### config.mk
export PLATFORM = sky130hd
export DESIGN_NAME = button_conditioner
export DESIGN_NICKNAME = d
export VERILOG_FILES = /design/src/rtl/button_conditioner.sv
export SDC_FILE = /design/constraint.sdc
export NUM_CORES = 1
export LEC_CHECK = 0
export ABC_AREA = 1
export BUFFER_PORTS_ARGS = -buffer_cell sky130_fd_sc_hd__buf_2
export CAP_MARGIN = 10
export CORE_MARGIN = 3
export CORE_UTILIZATION = 40
export DETAILED_ROUTE_END_ITERATION = 8
export HOLD_SLACK_MARGIN = 0.1
export PLACE_DENSITY = 0.61
export SYNTH_ARGS = -nofsm -noshare
export SYNTH_HDL_FRONTEND = slang
export SYNTH_SLANG_ARGS = --single-unit
### constraint.sdc
create_clock -name clk -period 2.28 [get_ports clk]
set_clock_uncertainty 0.2 [all_clocks]
set_input_delay 0.228 -clock clk [delete_from_list [all_inputs] [get_ports clk]]
set_output_delay 0.228 -clock clk [all_outputs]
set_load 0.005 [all_outputs]
### src/rtl/button_conditioner.sv
// Two-channel button front end: synchronize, debounce, emit one-cycle press pulses, plus long-press on start.
// Pulse follows a clean raw step by DEBOUNCE_CYCLES+3 clocks; outputs are fire-and-forget pulses with no backpressure.

module button_channel #(
  parameter int DEBOUNCE_CYCLES = 20000
) (
  input  logic clk,
  input  logic res,
  input  logic raw,
  output logic pulse,
  output logic accept,
  output logic held
);

  localparam int CW = (DEBOUNCE_CYCLES > 1) ? $clog2(DEBOUNCE_CYCLES) : 1;
  localparam logic [CW-1:0] CNT_LAST = CW'(DEBOUNCE_CYCLES - 1);

  typedef enum logic [1:0] {
    IDLE,
    DB_PRESS,
    PRESSED,
    DB_RELEASE
  } state_t;

  state_t        state;
  state_t        state_nxt;
  logic [CW-1:0] cnt;
  logic [CW-1:0] cnt_nxt;
  logic          meta;
  logic          sync;

  always_ff @(posedge clk or posedge res) begin
    if (res) begin
      meta <= 1'b0;
      sync <= 1'b0;
    end else begin
      meta <= raw;
      sync <= meta;
    end
  end

  always_ff @(posedge clk or posedge res) begin
    if (res) begin
      state <= IDLE;
      cnt   <= '0;
      pulse <= 1'b0;
    end else begin
      state <= state_nxt;
      cnt   <= cnt_nxt;
      pulse <= accept;
    end
  end

  // The counter exits at CNT_LAST, so it never needs to wrap.
  always_comb begin
    state_nxt = state;
    cnt_nxt   = cnt;
    accept    = 1'b0;
    case (state)
      IDLE: begin
        if (sync) begin
          state_nxt = DB_PRESS;
          cnt_nxt   = '0;
        end
      end
      DB_PRESS: begin
        if (!sync) begin
          state_nxt = IDLE;
        end else if (cnt == CNT_LAST) begin
          state_nxt = PRESSED;
          accept    = 1'b1;
        end else begin
          cnt_nxt = cnt + CW'(1);
        end
      end
      PRESSED: begin
        if (!sync) begin
          state_nxt = DB_RELEASE;
          cnt_nxt   = '0;
        end
      end
      DB_RELEASE: begin
        if (sync) begin
          state_nxt = PRESSED;
        end else if (cnt == CNT_LAST) begin
          state_nxt = IDLE;
        end else begin
          cnt_nxt = cnt + CW'(1);
        end
      end
      default: state_nxt = IDLE;
    endcase
  end

  assign held = (state == PRESSED) || (state == DB_RELEASE);

endmodule

module button_conditioner #(
  parameter int DEBOUNCE_CYCLES = 20000,
  parameter int LONG_CYCLES     = 2000000
) (
  input  logic clk,
  input  logic res,
  input  logic btn_start_raw,
  input  logic btn_lap_raw,
  output logic start_stop,
  output logic lap_time,
  output logic long_press
);

  localparam int LW = $clog2(LONG_CYCLES);
  localparam logic [LW-1:0] LONG_LAST = LW'(LONG_CYCLES - 1);
  localparam logic [LW-1:0] LONG_PRE  = LW'(LONG_CYCLES - 2);

  logic          start_accept;
  logic          start_held;
  logic          lap_accept;
  logic          lap_held;
  logic          unused_lap;
  logic [LW-1:0] lcnt;

  button_channel #(.DEBOUNCE_CYCLES(DEBOUNCE_CYCLES)) u_start (
    .clk    (clk),
    .res    (res),
    .raw    (btn_start_raw),
    .pulse  (start_stop),
    .accept (start_accept),
    .held   (start_held)
  );

  button_channel #(.DEBOUNCE_CYCLES(DEBOUNCE_CYCLES)) u_lap (
    .clk    (clk),
    .res    (res),
    .raw    (btn_lap_raw),
    .pulse  (lap_time),
    .accept (lap_accept),
    .held   (lap_held)
  );

  assign unused_lap = lap_accept | lap_held;

  // Hold timer saturates at LONG_LAST, which also limits long_press to once per press.
  always_ff @(posedge clk or posedge res) begin
    if (res) begin
      lcnt       <= '0;
      long_press <= 1'b0;
    end else begin
      long_press <= 1'b0;
      if (start_accept) begin
        lcnt <= '0;
      end else if (start_held && (lcnt != LONG_LAST)) begin
        lcnt       <= lcnt + LW'(1);
        long_press <= (lcnt == LONG_PRE);
      end
    end
  end

endmodule

==> results of run 1 <==
through the flow:
stage | utilization [%] | power (mW) | instance area [um^2] | cells | setup slack (ns)
finish | 46.3 | 2.41 | 4380 | 686 | 0.172
global route | 46.3 | 2.52 | 4380 | 686 | 0.0309
CTS | 46.2 | 2.46 | 4370 | 686 | 0.164
detailed placement | 43.4 | 1.26 | 4100 | 667 | 0.185
global placement | 43.4 | 1.26 | 4100 | 667 | 0.256
floorplan | - | 1.24 | 3970 | 541 | 0.311
report_power, final:
part	switching (mW)	total (mW)	internal [mW]
Combinational	0.0717	0.104	0.0324
Sequential	0.0158	1.13	1.12
Clock	0.457	1.18	0.720
cell usage after synthesis, types with 3 or more instances:
| library cell | number |
|---|---|
| xor2_1 | 13 |
| inv_1 | 46 |
| ha_1 | 4 |
| buf_2 | 7 |
| dfrtp_1 | 62 |
| nand3_1 | 85 |
| or2_2 | 5 |
| nor2_1 | 64 |
| nand2_2 | 8 |
| o21ai_1 | 8 |
| nand2_1 | 139 |
| nor2_2 | 6 |
| inv_2 | 3 |
| o21ai_0 | 17 |
| xnor2_1 | 3 |
| o21ai_2 | 11 |
| nand4_1 | 28 |
| o21bai_1 | 3 |
| nor3_1 | 6 |
cell type report:
class,count,area (um^2)
Fill cell,964,5080
Inverter,50,200
Clock buffer,9,124
Timing Repair Buffer,16,125
Clock inverter,7,113
Sequential cell,62,1550
Tap cell,129,161
Multi-Input combinational cell,413,2100
kinds of logic (layout without fill, tap and decap cells):
| logic type | after synthesis | in the layout | synth area share, % |
|---|---|---|---|
| AO/OA/AOI/OAI | 41 | 41 | 6.77 |
| XOR/XNOR | 16 | 16 | 3.53 |
| adder cells (fa/ha/maj) | 4 | 4 | 1.26 |
| buffers and inverters | 66 | 82 | 8.19 |
| flip-flops | 62 | 62 | 39.1 |
| AND/OR/NAND/NOR | 352 | 352 | 41.2 |
state kept, by name, indices dropped and copies added (netlist names), named ones only:
register	flops
u_lap.pulse	1
u_start.pulse	1
u_lap.state	1
long_press	1
lcnt	21
u_start.sync	1
u_lap.sync	1
u_start.state	1
u_lap.meta	1
u_start.meta	1
u_start.cnt	15
u_lap.cnt	15
per-layer routing:
| metal | wire, um | vias to the layer above | track usage [%] | part of all wire, % |
|---|---|---|---|---|
| li1 | - | 1804 | - | - |
| met1 | 4250 | 1611 | 23.2 | 49 |
| met2 | 3810 | 78 | 26.2 | 44 |
| met3 | 454 | 9 | 4.78 | 5.3 |
| met4 | 79 | 0 | 4.44 | 0.92 |
| met5 | 0 | - | 0 | 0 |
final timing paths:
path | end | depth (start not counted) | startpoint
worst max-delay path | lcnt[0] | 9 | lcnt[0]
worst min-delay path | u_start.sync | 0 | u_start.meta
worst max register to register | lcnt[0] | 9 | lcnt[0]
worst min register to register | u_start.sync | 0 | u_start.meta
max in group asynchronous | u_start.cnt[3] | 4 | res
min in group asynchronous | u_lap.pulse | 4 | res
repair_timing:
item | in CTS | in global routing
setup endpoints to repair | 0 | 6
resized for setup | 0 | 1
endpoints found under the hold margin | 64 | 0
hold buffers | 3 | 0
==> metrics.md, run 1 <==
| Metric | Value |
|---|---|
| Std cell rows | `35` |
| CTS root buffer | `clkbuf_8` |
| Total congestion overflow | `0` |
| Share of synthesized area occupied by flip-flops and latches | `39.1%` |
| Number of buffers created by CTS | `9` |
| Min-Delay Path Class | `reg2reg` |
| Overall Global Routing Usage | `16.9%` |
| Cell mode on critical path | `nand3_1` |
| Clk pin slew, worst setup/hold paths | `0.07 ns` |
| Hold Violations, Final | `0` |
| Largest area contributor in the netlist | `dfrtp_1` |
| Final weighted congestion in routability-driven placement | `0.895` |
| Net count after synthesis | `549` |
| Max-slew violation total from the final report | `0` |
| Worst path cell trace | `ha_1 -> nand3_1 -> inv_2 -> nand2_1 -> nor2_2 -> nand2_2 -> nand2_8 -> nand3_1 -> o21ai_0` |
| Via-per-instance ratio | `5.10` |
| Critical path arrival | `2.16 ns` |
| Commonest cells after routing, fill and taps aside | `nand2_1 (139), nand3_1 (85), nor2_1 (64)` |
| Post-route clock period utilization | `92.5%` |
| Commonest register cell after synthesis | `dfrtp_1` |
| Count of flip-flops with a built-in enable after synthesis | `0` |
| Class of the most critical setup path | `reg2reg` |
| Synth Warn # | `0` |
| Chip width | `106 um` |
| Average footprint of a synthesized cell | `7.34 um^2` |
| Number of antenna cells inserted | `0` |
| Peak per-stage delay on the critical path | `0.48 ns` |
| Die area | `11200 um^2` |
| Final period demand of the worst path | `2.11 ns` |
| Type of element capturing the critical path | `flop` |
| Count of unique library cells instantiated by Yosys | `34` |
| Setup violation total in the final timing report | `0` |
| Worst Path Max Fanout | `24` |
| Worst EP required | `2.34 ns` |
| TritonCTS clock tree | `built` |
| Status | `finished clean` |
| Tightest Pin Transition | `0.462 ns` |
| Worst path top cell family by delay | `simple AND/OR/NAND/NOR gates` |
| Cell Area, Synth | `3970 um^2` |
| Final routed wire length divided by cell count | `12.5 um` |
| Critical-path top delay cell | `dfrtp_1` |
| P_leak | `1.90 nW` |
| Number of port buffers | `6` |
| Number of global-route vias before repair | `3376` |
| First-pass GRT wire length | `15.6 mm` |
| Setup fix buffers added after clock tree synthesis | `0` |
| Synth Register Bits | `62` |
| Number of nets at the end of the flow | `560` |
| Maximum count of clock buffers along a single path | `2` |
| Insertion delay to the later sink of the worst-skew pair | `0.35 ns` |
| Setup repair after global routing missed its margin | `false` |
| Setup_tns | `0 ns` |
| Starting density of the core | `42.0%` |
| Synthesis-to-finish area growth | `10.2%` |
| TritonCTS sink count | `62` |
| H-tree depth reported by CTS | `3` |
| Pin count of the biggest net entering global routing | `63` |
| Ports placed on the boundary | `7` |
| Number of remaining DRC errors | `0` |
| Violation count after the first detailed-routing iteration | `198` |
| Overall via count from detail_route | `3502` |
| Remaining antenna violation count after routing | `0` |
| Worst voltage drop across the vdd grid | `0.318 mV` |
| Pwr/cell area | `551 nW/um^2` |
| Estimated wirelength of the detail-placed design | `5.96 mm` |
| Slew headroom | `69.0%` |
| Upper clock frequency limit | `474 MHz` |
| Hold WS | `0.153 ns` |
| Buffers plus inverters on the worst setup path | `1` |
| Synthesized instance count | `541` |
| Share of post-route cells with drive strength above 1 | `13.1%` |
| Floorplan core area | `9460 um^2` |
| Routed Wire Length | `8.59 mm` |
| Die Y | `106 um` |
| Fraction of synthesis flops using an asynchronous set or reset pin | `100%` |
| Top cell type's share of synthesized area | `39.1%` |
| Launching element type of the critical path | `flop` |
| Largest cells by area after synthesis | `dfrtp_1 (39%), nand2_1 (13%), nand3_1 (11%)` |
| Antenna violations before repair | `0` |
| Max-cap violations | `0` |
| Drt pass-1 iters | `4` |
| Most common library cell in the layout ignoring fill and taps | `nand2_1` |
| Reg-to-reg setup timing slack | `0.17 ns` |
(Power assumes the default switching activity.)
==> run 2: changes to the inputs <==
Settings changed: CORE_ASPECT_RATIO from default to 0.8, CORE_MARGIN 3 to 2.
==> run 2 against run 1 <==
First-iteration DRC count up 18%. Highest routed layer unchanged. Hold slack better by 0.0012 ns. Wire length up 3.0%. Flip-flop and latch count unchanged. Non-clock buffer count unchanged. Critical path depth unchanged. Total power up 9.1%. Register-to-register slack better by 0.06 ns. Critical path type unchanged. Combinational power about the same. Global-route usage up 1.6 points.
==> metrics.md, run 2 (synthesized netlist as in run 1, its figures left out) <==
| Metric | Value |
|---|---|
| Final weighted congestion in routability-driven placement | `0.893 (was 0.895)` |
| Type of element capturing the critical path | `flop (unchanged)` |
| Worst Path Max Fanout | `19 (was 24)` |
| Setup_tns | `0 ns (unchanged)` |
| Post-route core utilization | `46.2% (was 46.3%)` |
| Critical R2R Capture | `lcnt[15] (was lcnt[0])` |
| Worst path cell trace | `ha_2 -> nand3_1 -> inv_2 -> nand2_1 -> nor2_2 -> a21oi_4 -> buf_4 -> nand3_1 -> nand2_1 (was ha_1 -> nand3_1 -> inv_2 -> nand2_1 -> nor2_2 -> nand2_2 -> nand2_8 -> nand3_1 -> o21ai_0)` |
| Min-Delay Path Class | `reg2reg (unchanged)` |
| Largest register by flop count | `lcnt (unchanged)` |
| Post-route clock period utilization | `89.7% (was 92.5%)` |
| Maximum count of clock buffers along a single path | `2 (unchanged)` |
| Beginning of the critical path | `lcnt[0] (unchanged)` |
| Tightest Pin Transition | `0.529 ns (was 0.462 ns)` |
| Setup violation total in the final timing report | `0 (unchanged)` |
| Slew headroom | `64.7% (was 69.0%)` |
| Via-per-instance ratio | `5.07 (was 5.10)` |
| Std cell rows | `32 (was 35)` |
| Setup repair after global routing missed its margin | `false (unchanged)` |
| Antenna violations before repair | `0 (unchanged)` |
| Launching point of the worst reg2reg path | `lcnt[0] (unchanged)` |
| Class of the most critical setup path | `reg2reg (unchanged)` |
| Total power after layout | `2.63 mW (was 2.41 mW)` |
| Max-cap violations | `0 (unchanged)` |
| Max reg flops | `21 (unchanged)` |
| Die Y | `93.1 um (was 106 um)` |
| H-tree depth reported by CTS | `3 (unchanged)` |
| Violation count after the first detailed-routing iteration | `233 (was 198)` |
| Number of cells traversed by the worst register-to-register path | `9 (unchanged)` |
| Setup fix buffers added after clock tree synthesis | `0 (unchanged)` |
| Clk pin slew, worst setup/hold paths | `0.05 ns (was 0.07 ns)` |
| Number of port buffers | `6 (unchanged)` |
| Number of buffers created by CTS | `9 (unchanged)` |
| Critical-path top delay cell | `dfrtp_1 (unchanged)` |
| Routed Wire Length | `8.85 mm (was 8.59 mm)` |
| Total congestion overflow | `0 (unchanged)` |
| Reg-to-reg setup timing slack | `0.23 ns (was 0.17 ns)` |
| Pin count of the biggest net entering global routing | `41 (was 63)` |
| Upper clock frequency limit | `489 MHz (was 474 MHz)` |
| Max-slew violation total from the final report | `0 (unchanged)` |
| Insertion delay to the later sink of the worst-skew pair | `0.33 ns (was 0.35 ns)` |
| Remaining antenna violation count after routing | `0 (unchanged)` |
| Drt pass-1 iters | `5 (was 4)` |
| Depth of the critical timing path with buffers and inverters included | `9 (unchanged)` |
| Number of remaining DRC errors | `0 (unchanged)` |
| Final period demand of the worst path | `2.05 ns (was 2.11 ns)` |
| Power Internal | `2.05 mW (was 1.87 mW)` |
| Pwr/cell area | `591 nW/um^2 (was 551 nW/um^2)` |
| Worst path top cell family by delay | `simple AND/OR/NAND/NOR gates (unchanged)` |
| Overall via count from detail_route | `3515 (was 3502)` |
| Most common library cell in the layout ignoring fill and taps | `nand2_1 (unchanged)` |
| Status | `finished clean (unchanged)` |
| Worst setup path end | `lcnt[15] (was lcnt[0])` |
| Buffers plus inverters on the worst setup path | `2 (was 1)` |
| Overall Global Routing Usage | `18.5% (was 16.9%)` |
| Sequential fraction of design power | `43.1% (was 46.9%)` |
| Number of nets at the end of the flow | `560 (unchanged)` |
| TritonCTS clock tree | `built (unchanged)` |
| Worst EP required | `2.29 ns (was 2.34 ns)` |
| Number of antenna cells inserted | `0 (unchanged)` |
| Registers with the highest flip-flop counts | `lcnt: 21 flops, u_lap.cnt: 15 flops, u_start.cnt: 15 flops (unchanged)` |
| Die area | `10700 um^2 (was 11200 um^2)` |
| Synthesis-to-finish area growth | `12.2% (was 10.2%)` |
| Number of global-route vias before repair | `3394 (was 3376)` |
| Fraction of power spent switching nets | `22.0% (was 22.5%)` |
| Estimated wirelength of the detail-placed design | `6.13 mm (was 5.96 mm)` |
| CTS root buffer | `clkbuf_16 (was clkbuf_8)` |
| Critical path arrival | `2.06 ns (was 2.16 ns)` |
| Floorplan core area | `9650 um^2 (was 9460 um^2)` |
| Ports placed on the boundary | `7 (unchanged)` |
| Launching element type of the critical path | `flop (unchanged)` |
| Combinational share of power | `4.0% (was 4.3%)` |
| First-pass GRT wire length | `16.0 mm (was 15.6 mm)` |
| Clk network pwr share | `52.9% (was 48.8%)` |
| TritonCTS sink count | `62 (unchanged)` |
| Hold Violations, Final | `0 (unchanged)` |
| Switching pwr | `0.580 mW (was 0.544 mW)` |
| Worst voltage drop across the vdd grid | `0.382 mV (was 0.318 mV)` |
| P_leak | `1.93 nW (was 1.90 nW)` |
| Starting density of the core | `41.2% (was 42.0%)` |
| Chip width | `115 um (was 106 um)` |
| Final routed wire length divided by cell count | `12.8 um (was 12.5 um)` |
| Peak per-stage delay on the critical path | `0.46 ns (was 0.48 ns)` |
| Share of post-route cells with drive strength above 1 | `13.1% (unchanged)` |
| Commonest cells after routing, fill and taps aside | `nand2_1 (139), nand3_1 (85), nor2_1 (64) (unchanged)` |
run 2: changes by cell type in the layout (fill, tap and decap cells not counted), sizes merged:
| cell | change |
|---|---|
| clkinvlp | -1 |
| bufinv | -2 |
| clkbuf | +3 |
run 2: final cells by class:
type	instances	area, um^2
Fill cell	989	5190
Multi-Input combinational cell	413	2110
Sequential cell	62	1550
Clock buffer	12	256
Inverter	50	200
Tap cell	136	170
Timing Repair Buffer	16	125
Clock inverter	4	45.0
run 2: timing repair:
| item | 4_1_cts | 5_1_grt |
|---|---|---|
| hold buffers | 3 | 0 |
| setup endpoints to repair | 0 | 22 |
| hold endpoints to repair | 22 | 0 |
| gates resized for setup | 0 | 2 |
run 2: metal layers:
layer / up-vias / global-route usage, % / wire length (um)
met5: - / 0 / 0
met3: 11 / 4.60 / 378
met2: 55 / 27.7 / 3730
met4: 0 / 5.72 / 96
met1: 1648 / 26.4 / 4640
li1: 1801 / - / -
run 2: power by group through the flow:
stage | Clock, mW | Sequential [mW] | Combinational [mW]
after floorplan | 0 | 1.15 | 0.0849
after global placement | 0 | 1.15 | 0.103
after detailed placement | 0 | 1.15 | 0.104
after CTS | 1.43 | 1.14 | 0.109
after global routing | 1.48 | 1.14 | 0.122
final | 1.39 | 1.14 | 0.105
run 2: worst min-delay path by stage:
stage | start | to | slack, ns | cells past startpoint
CTS | u_lap.meta | u_lap.sync | 0.16 | 0
global placement | res | u_start.cnt[3] | 0.09 | 2
floorplan | btn_lap_raw | u_lap.meta | 0.06 | 0
finish | u_lap.meta | u_lap.sync | 0.15 | 0
global route | u_lap.meta | u_lap.sync | 0.16 | 0
detailed placement | res | u_start.cnt[3] | 0.11 | 2
run 2: through the flow:
stage	cell area (um^2)	std cells	setup WS, ns	hold slack [ns]
global route	4450	693	0.00595	0.162
global placement	4110	674	0.248	0.0927
CTS	4440	693	0.164	0.160
detailed placement	4110	674	0.184	0.106
floorplan	3970	541	0.311	0.0594
finish	4450	693	0.235	0.154
